File: config.mk
export PLATFORM = sky130hd
export DESIGN_NAME = pipe_skid_stage
export DESIGN_NICKNAME = d
export VERILOG_FILES = /design/src/rtl/pipe_skid_stage.sv
export SDC_FILE = /design/constraint.sdc
export NUM_CORES = 1
export LEC_CHECK = 0
export ABC_AREA = 1
export CAP_MARGIN = 5
export CORE_UTILIZATION = 56
export CTS_BUF_LIST = sky130_fd_sc_hd__clkbuf_2
export CTS_CLUSTER_DIAMETER = 30
export DETAILED_ROUTE_END_ITERATION = 12
export PLACE_DENSITY = 0.85
export SLEW_MARGIN = 20
export SYNTH_ARGS = -nofsm -noshare
export SYNTH_HDL_FRONTEND = slang
export SYNTH_SLANG_ARGS = --single-unit
export TNS_END_PERCENT = 100
File: constraint.sdc
create_clock -name clk -period 3.7 [get_ports clk]
set_input_delay 1.11 -clock clk [delete_from_list [all_inputs] [get_ports clk]]
set_output_delay 1.11 -clock clk [all_outputs]
set_load 0.005 [all_outputs]
File: src/rtl/pipe_skid_stage.sv
// pipe_skid_stage: two-entry valid/ready pipeline stage (main + skid entry).
// Breaks the ready chain: in_ready depends only on held state and reset_n,
// never on out_ready. Sustains one transfer per cycle, and stalls upstream
// only when both entries are occupied.
// Optional feature macro: PIPE_SKID_STALL_COUNT_EN adds a saturating 16-bit
// stall_count output counting cycles where out_valid is held off by out_ready.
module pipe_skid_stage #(
    parameter int WIDTH = 32
) (
    input  logic             clk,
    input  logic             reset_n,
    input  logic             flush,
    input  logic             in_valid,
    output logic             in_ready,
    input  logic [WIDTH-1:0] in_data,
    output logic             out_valid,
    input  logic             out_ready,
    output logic [WIDTH-1:0] out_data
`ifdef PIPE_SKID_STALL_COUNT_EN
    ,
    output logic [15:0]      stall_count
`endif
);

    typedef enum logic [1:0] {
        ST_EMPTY = 2'd0,
        ST_BUSY  = 2'd1,
        ST_FULL  = 2'd2
    } state_t;

    state_t           state_r;
    logic [WIDTH-1:0] main_r;
    logic [WIDTH-1:0] skid_r;
    logic             in_fire_s;
    logic             out_fire_s;

    // Handshake outputs decoded straight from registered state (and reset_n).
    always_comb begin
        in_ready  = 1'b0;
        out_valid = 1'b0;
        if (!reset_n) begin
            in_ready  = 1'b0;
            out_valid = 1'b0;
        end else begin
            in_ready  = (state_r != ST_FULL);
            out_valid = (state_r != ST_EMPTY);
        end
    end

    assign out_data   = main_r;
    assign in_fire_s  = in_valid & in_ready;
    assign out_fire_s = out_valid & out_ready;

    // Occupancy FSM plus payload storage; the skid entry always refills main
    // before any new input so ordering stays strictly first-in first-out.
    always_ff @(posedge clk or negedge reset_n) begin
        if (!reset_n) begin
            state_r <= ST_EMPTY;
            main_r  <= '0;
            skid_r  <= '0;
        end else if (flush) begin
            // Only validity is dropped; payload registers keep stale contents
            // which are never shown because out_valid goes low.
            state_r <= ST_EMPTY;
        end else begin
            case (state_r)
                ST_EMPTY: begin
                    if (in_fire_s) begin
                        state_r <= ST_BUSY;
                        main_r  <= in_data;
                    end
                end
                ST_BUSY: begin
                    if (in_fire_s && out_fire_s) begin
                        main_r <= in_data;
                    end else if (in_fire_s) begin
                        state_r <= ST_FULL;
                        skid_r  <= in_data;
                    end else if (out_fire_s) begin
                        state_r <= ST_EMPTY;
                    end
                end
                ST_FULL: begin
                    if (out_fire_s) begin
                        state_r <= ST_BUSY;
                        main_r  <= skid_r;
                    end
                end
                default: begin
                    state_r <= ST_EMPTY;
                end
            endcase
        end
    end

`ifdef PIPE_SKID_STALL_COUNT_EN
    logic [15:0] stall_count_r;

    // Saturating count of cycles a valid output is held by downstream
    // backpressure; flush does not clear it, only reset_n does.
    always_ff @(posedge clk or negedge reset_n) begin
        if (!reset_n) begin
            stall_count_r <= 16'd0;
        end else if (out_valid && !out_ready && !flush && (stall_count_r != 16'hFFFF)) begin
            stall_count_r <= stall_count_r + 16'd1;
        end else begin
            stall_count_r <= stall_count_r;
        end
    end

    assign stall_count = stall_count_r;
`endif

endmodule

## Word-level counts from Yosys, hierarchy flattened

Cells that the tools add are included.

| storage, ports and cells | value |
|---|---|
| flip-flop bits (word level) | 66 |
| bits of input ports | 37 |
| output and inout bits | 34 |
| word-level logic and storage cells | 37 |

| operators by class | value |
|---|---|
| eq/ne operators | 10 |
| multiplexer cells | 13 |
| bitwise logic cells | 4 |
| reduce and logical (&&, ||, !) cells | 7 |

Operators by type and width:

| cell | number |
|---|---|
| 2-to-1 mux 32 bit | 3 |
| case mux 32 bit (3 select lines) | 1 |
| 2-to-1 mux 2 bit | 6 |
| != test 3 bit, second input constant | 3 |
| != test 2 bit, second input constant | 4 |
| AND reduction 4 bit | 2 |
| case mux 2 bit (3 select lines) | 1 |
| AND reduction 5 bit | 1 |
| != test 4 bit, second input constant | 1 |
| nonzero test 3 bit | 1 |
| bitwise AND 1 bit | 2 |
| == test 2 x 1 -> 1 bit, second input constant | 1 |
| == test 2 bit, second input constant | 1 |
| zero test 2 bit | 1 |
| 2-to-1 mux 1 bit | 2 |
| inverter 1 bit | 2 |
| nonzero test 2 bit | 1 |
| logical AND 1 bit | 1 |

## Logic depth before layout (Yosys ltp)

| logic depth | value |
|---|---|
| depth after elaboration | 8 |
| depth in mapped cells | 10 |
| depth with buffers taken out | 9 |

## Worst setup path before layout

No wires, ideal clock.

| path | value |
|---|---|
| path kind | input to output |
| start point | input reset_n |
| end point | output in_ready |
| arrival time | 1,251 ps |
| data required time | 2,590 ps |
| path slack | 1,339 ps |
| stages | 2 |
| buffers on the path | 0 |
| cell sequence | inv_1 > nor2_1 |

| on the way | value |
|---|---|
| longest elaborated chain between the ends | 1 |

RTL lines:

| item | line | source |
|---|---|---|
| start: declaration | 11 | `input logic reset_n,` |
| 2-to-1 mux 1 bit | 41 | `if (!reset_n) begin` |
| end: declaration | 14 | `output logic in_ready,` |

No other way between the ends.

## Worst setup path after layout

Ends and elaborated chain as after synthesis.

==> out/results.tsv <==
metric	value	unit
status	complete, no violations	
Starting Density	59.02	%
Die Wd	75.84	um
Synth async-reset ratio	100.0	%
post-cts resize count	0	
# IOs	71	
Slew headroom	55.23	%
Initial DRT Pass Iterations	4	
number of flops mapped to enable cells by yosys	0	
syn_nets	418	
syn avg cell area	8.013	um2
period utilisation layout	80.09	%
Seq/Total Area, Yosys	54.10	%
Yosys top cell area share	54.10	%
drt total wl	6796	um
die area	0.005751	mm2
Post-Syn Area	0.003053	mm2
RSZ-0062 raised after global routing	no	
hold path endpoint	out_data[25]$_DFFE_PN0P_	
P_int	1.703	mW
CP max stage cell	clkdlybuf4s50_1	
Post-Synth Adder-Cell Area	0	%
htree depth	3	
Vias	2678	
Yosys reg bits	66	
final setup fails	0	
Sequential Power Share	47.7	%
fin crit period	2963	ps
crit end category	output pin	
Die Y-Extent	75.84	um
clk sink count	66	
vias in the first global route	2496	
port bufs	70	
diode count	0	
Peak VDD IR	0.0004029	V
Final Hold Viols	0	
reg-to-reg slack, setup	1220	ps
Top Usage Layer GRT	met2	
M1 GR Usage	32.96	%
Via density	5.130	
Post-CTS Setup Repair Bufs	0	
std cell rows	26	
Hold Buf Count CTS	0	
clock network fraction of design power	15.7	%
Fillers	386	
total of max-cap violations	0	
Logic pwr share	36.6	%
routing usage on met2	43.76	%
Worst Min Path Start	out_data[25]$_DFFE_PN0P_	
reg2reg path depth	10	
Critical Path Max Stage Delay	500	ps
cell taking the most area after synthesis	dfrtp_1	
DP HPWL	4437	um
post-synthesis cell type count	19	
mux contribution to synthesized area	0	%
startpoint types	input port	
hold crit path type	reg -> reg	
met3 Use GR	4.365	%
pin count of the biggest net entering global routing	64	
post-synthesis compound-gate area fraction	10.53	%
clk_skew	17.95	ps
area delta synth->final	26.52	%
Setup CP Type	in -> out	
share of layout cells above drive strength 1	6.195	%
Final GP Congestion	0.8495	
RR Endpoint	out_data[6]$_DFFE_PN0P_	
LEAKAGE	2.035	nW
Reg clk slew, reported paths	150	ps
Synth Warn #	0	
Max Slew Vio Count	0	
Net Sw Power	0.8140	mW
wire per inst	13.02	um
CTS tree	yes	
top-count cell post-synth	nand2_1	
CTS Buffer Depth	2	
Congestion Overflow GR	0	
worst-margin pin slew	671.6	ps
first-pass GRT wire length	11040	um
critical path data required time	2590	ps
P per Cell Area	651.7	mW/mm2
Crit path arrival time	1850	ps
initial antenna violation count	0	
Post-Synth Simple-Gate Area	26.52	%
setup TNS	0	ps
Initial DRC Count	186	
Antenna Nets Post-Route	0	
Hold Crit Depth	2	
post-synthesis xor/xnor area fraction	0	%
Total Power	2.517	mW
crit-path cells	buf_2 > inv_1 > nor2_1 > clkdlybuf4s50_1	
Post-Syn Instances	381	
switching share of power	32.34	%
# nets final	484	
DRC viols	0	
Core ar.	0.005172	mm2
most frequent cells after synthesis	nand2_1, dfrtp_1, nand3_1	
predominant post-synthesis flop cell	dfrtp_1	
top cells by area, synth	dfrtp_1, nand2_1, nand3_1	
root buf cell	clkbuf_2	
largest family of logic cells by synthesized area	simple AND/OR/NAND/NOR gates	
clk_lat worst skew	470	ps
CTS buffer count	9	
Global Route Usage Sum	26.16	%
worst r2r src	state_r[0]$_DFFE_PN0P_	
Worst Path Max Fanout	2	
fmax	0.3375	GHz
==> layout by cell type, fill, tap and decap left out <==
cell type	n
buf_12	1
o21ai_0	30
nand3_4	1
a21oi_1	29
bufinv_16	1
dfrtp_1	66
clkdlybuf4s50_1	69
nand4_1	1
inv_2	3
a211oi_1	1
clkinv_1	4
o21bai_4	1
buf_2	1
clkbuf_2	11
buf_4	5
nor2_2	1
nand2_1	118
inv_1	34
nand2_2	3
nor2_1	34
nand3_1	38
==> power by group through the flow <==
stage / sequential (mW) / combinational [mW] / clock, mW
after global routing: 1.23 / 1.05 / 0.428
after global placement: 1.20 / 0.883 / 0
after CTS: 1.20 / 0.933 / 0.404
after floorplan: 1.21 / 0.409 / 0
final: 1.20 / 0.922 / 0.394
after detailed placement: 1.21 / 0.932 / 0
==> state kept, by name (all words and copies together) (netlist names) <==
register  flops
skid_r       32
out_data     32
state_r       2
==> how the worst max path moves through the flow <==
| stage | start | end | slack (ps) | cells after the start |
|---|---|---|---|---|
| 2_1_floorplan | reset_n | in_ready | 1340 | 2 |
| 3_3_place_gp | out_ready | out_data[10]$_DFFE_PN0P_ | 720 | 8 |
| 3_5_place_dp | out_ready | out_data[16]$_DFFE_PN0P_ | 660 | 8 |
| 4_1_cts | reset_n | in_ready | 730 | 4 |
| 5_1_grt | reset_n | in_ready | 690 | 4 |
| 6_report | reset_n | in_ready | 740 | 4 |
==> kinds of logic after synthesis <==
family | count (synthesis)
AO/OA/AOI/OAI | 61
buffers and inverters | 58
flip-flops | 66
AND/OR/NAND/NOR | 196
==> worst max-delay path, delay by kind of cell <==
family,cells,cell delay (ps)
buffers and inverters,3,650
and+or+nand+nor,1,90
==> through the flow <==
| stage | setup slack, ps | hold WS [ps] | area (um2) | utilization, % | std cells |
|---|---|---|---|---|---|
| floorplan | 1339 | 442.2 | 3053 | - | 381 |
| global placement | 716.1 | 452.5 | 3762 | 72.74 | 506 |
| detailed placement | 665.0 | 458.3 | 3762 | 72.74 | 506 |
| CTS | 727.9 | 494.5 | 3862 | 74.67 | 522 |
| global route | 691.8 | 525.5 | 3862 | 74.67 | 522 |
| finish | 736.8 | 487.1 | 3862 | 74.67 | 522 |
==> metal layers <==
| layer | routed length (um) | share of wire, % |
|---|---|---|
| met3 | 378 | 5.6 |
| met2 | 3293 | 48 |
| met5 | 0 | 0 |
| met1 | 2977 | 44 |
| met4 | 146 | 2.1 |
==> final cells by class <==
cell class / instances / area (um2) / share of cell area [%]
Clock buffer: 11 / 55.05 / 1.425
Tap cell: 70 / 87.58 / 2.268
Sequential cell: 66 / 1652 / 42.76
Multi-Input combinational cell: 257 / 1131 / 29.28
Inverter: 37 / 138.9 / 3.596
Timing Repair Buffer: 76 / 753.2 / 19.50
Clock inverter: 5 / 45.04 / 1.166
Note: power is estimated with default switching activity, not from simulation.
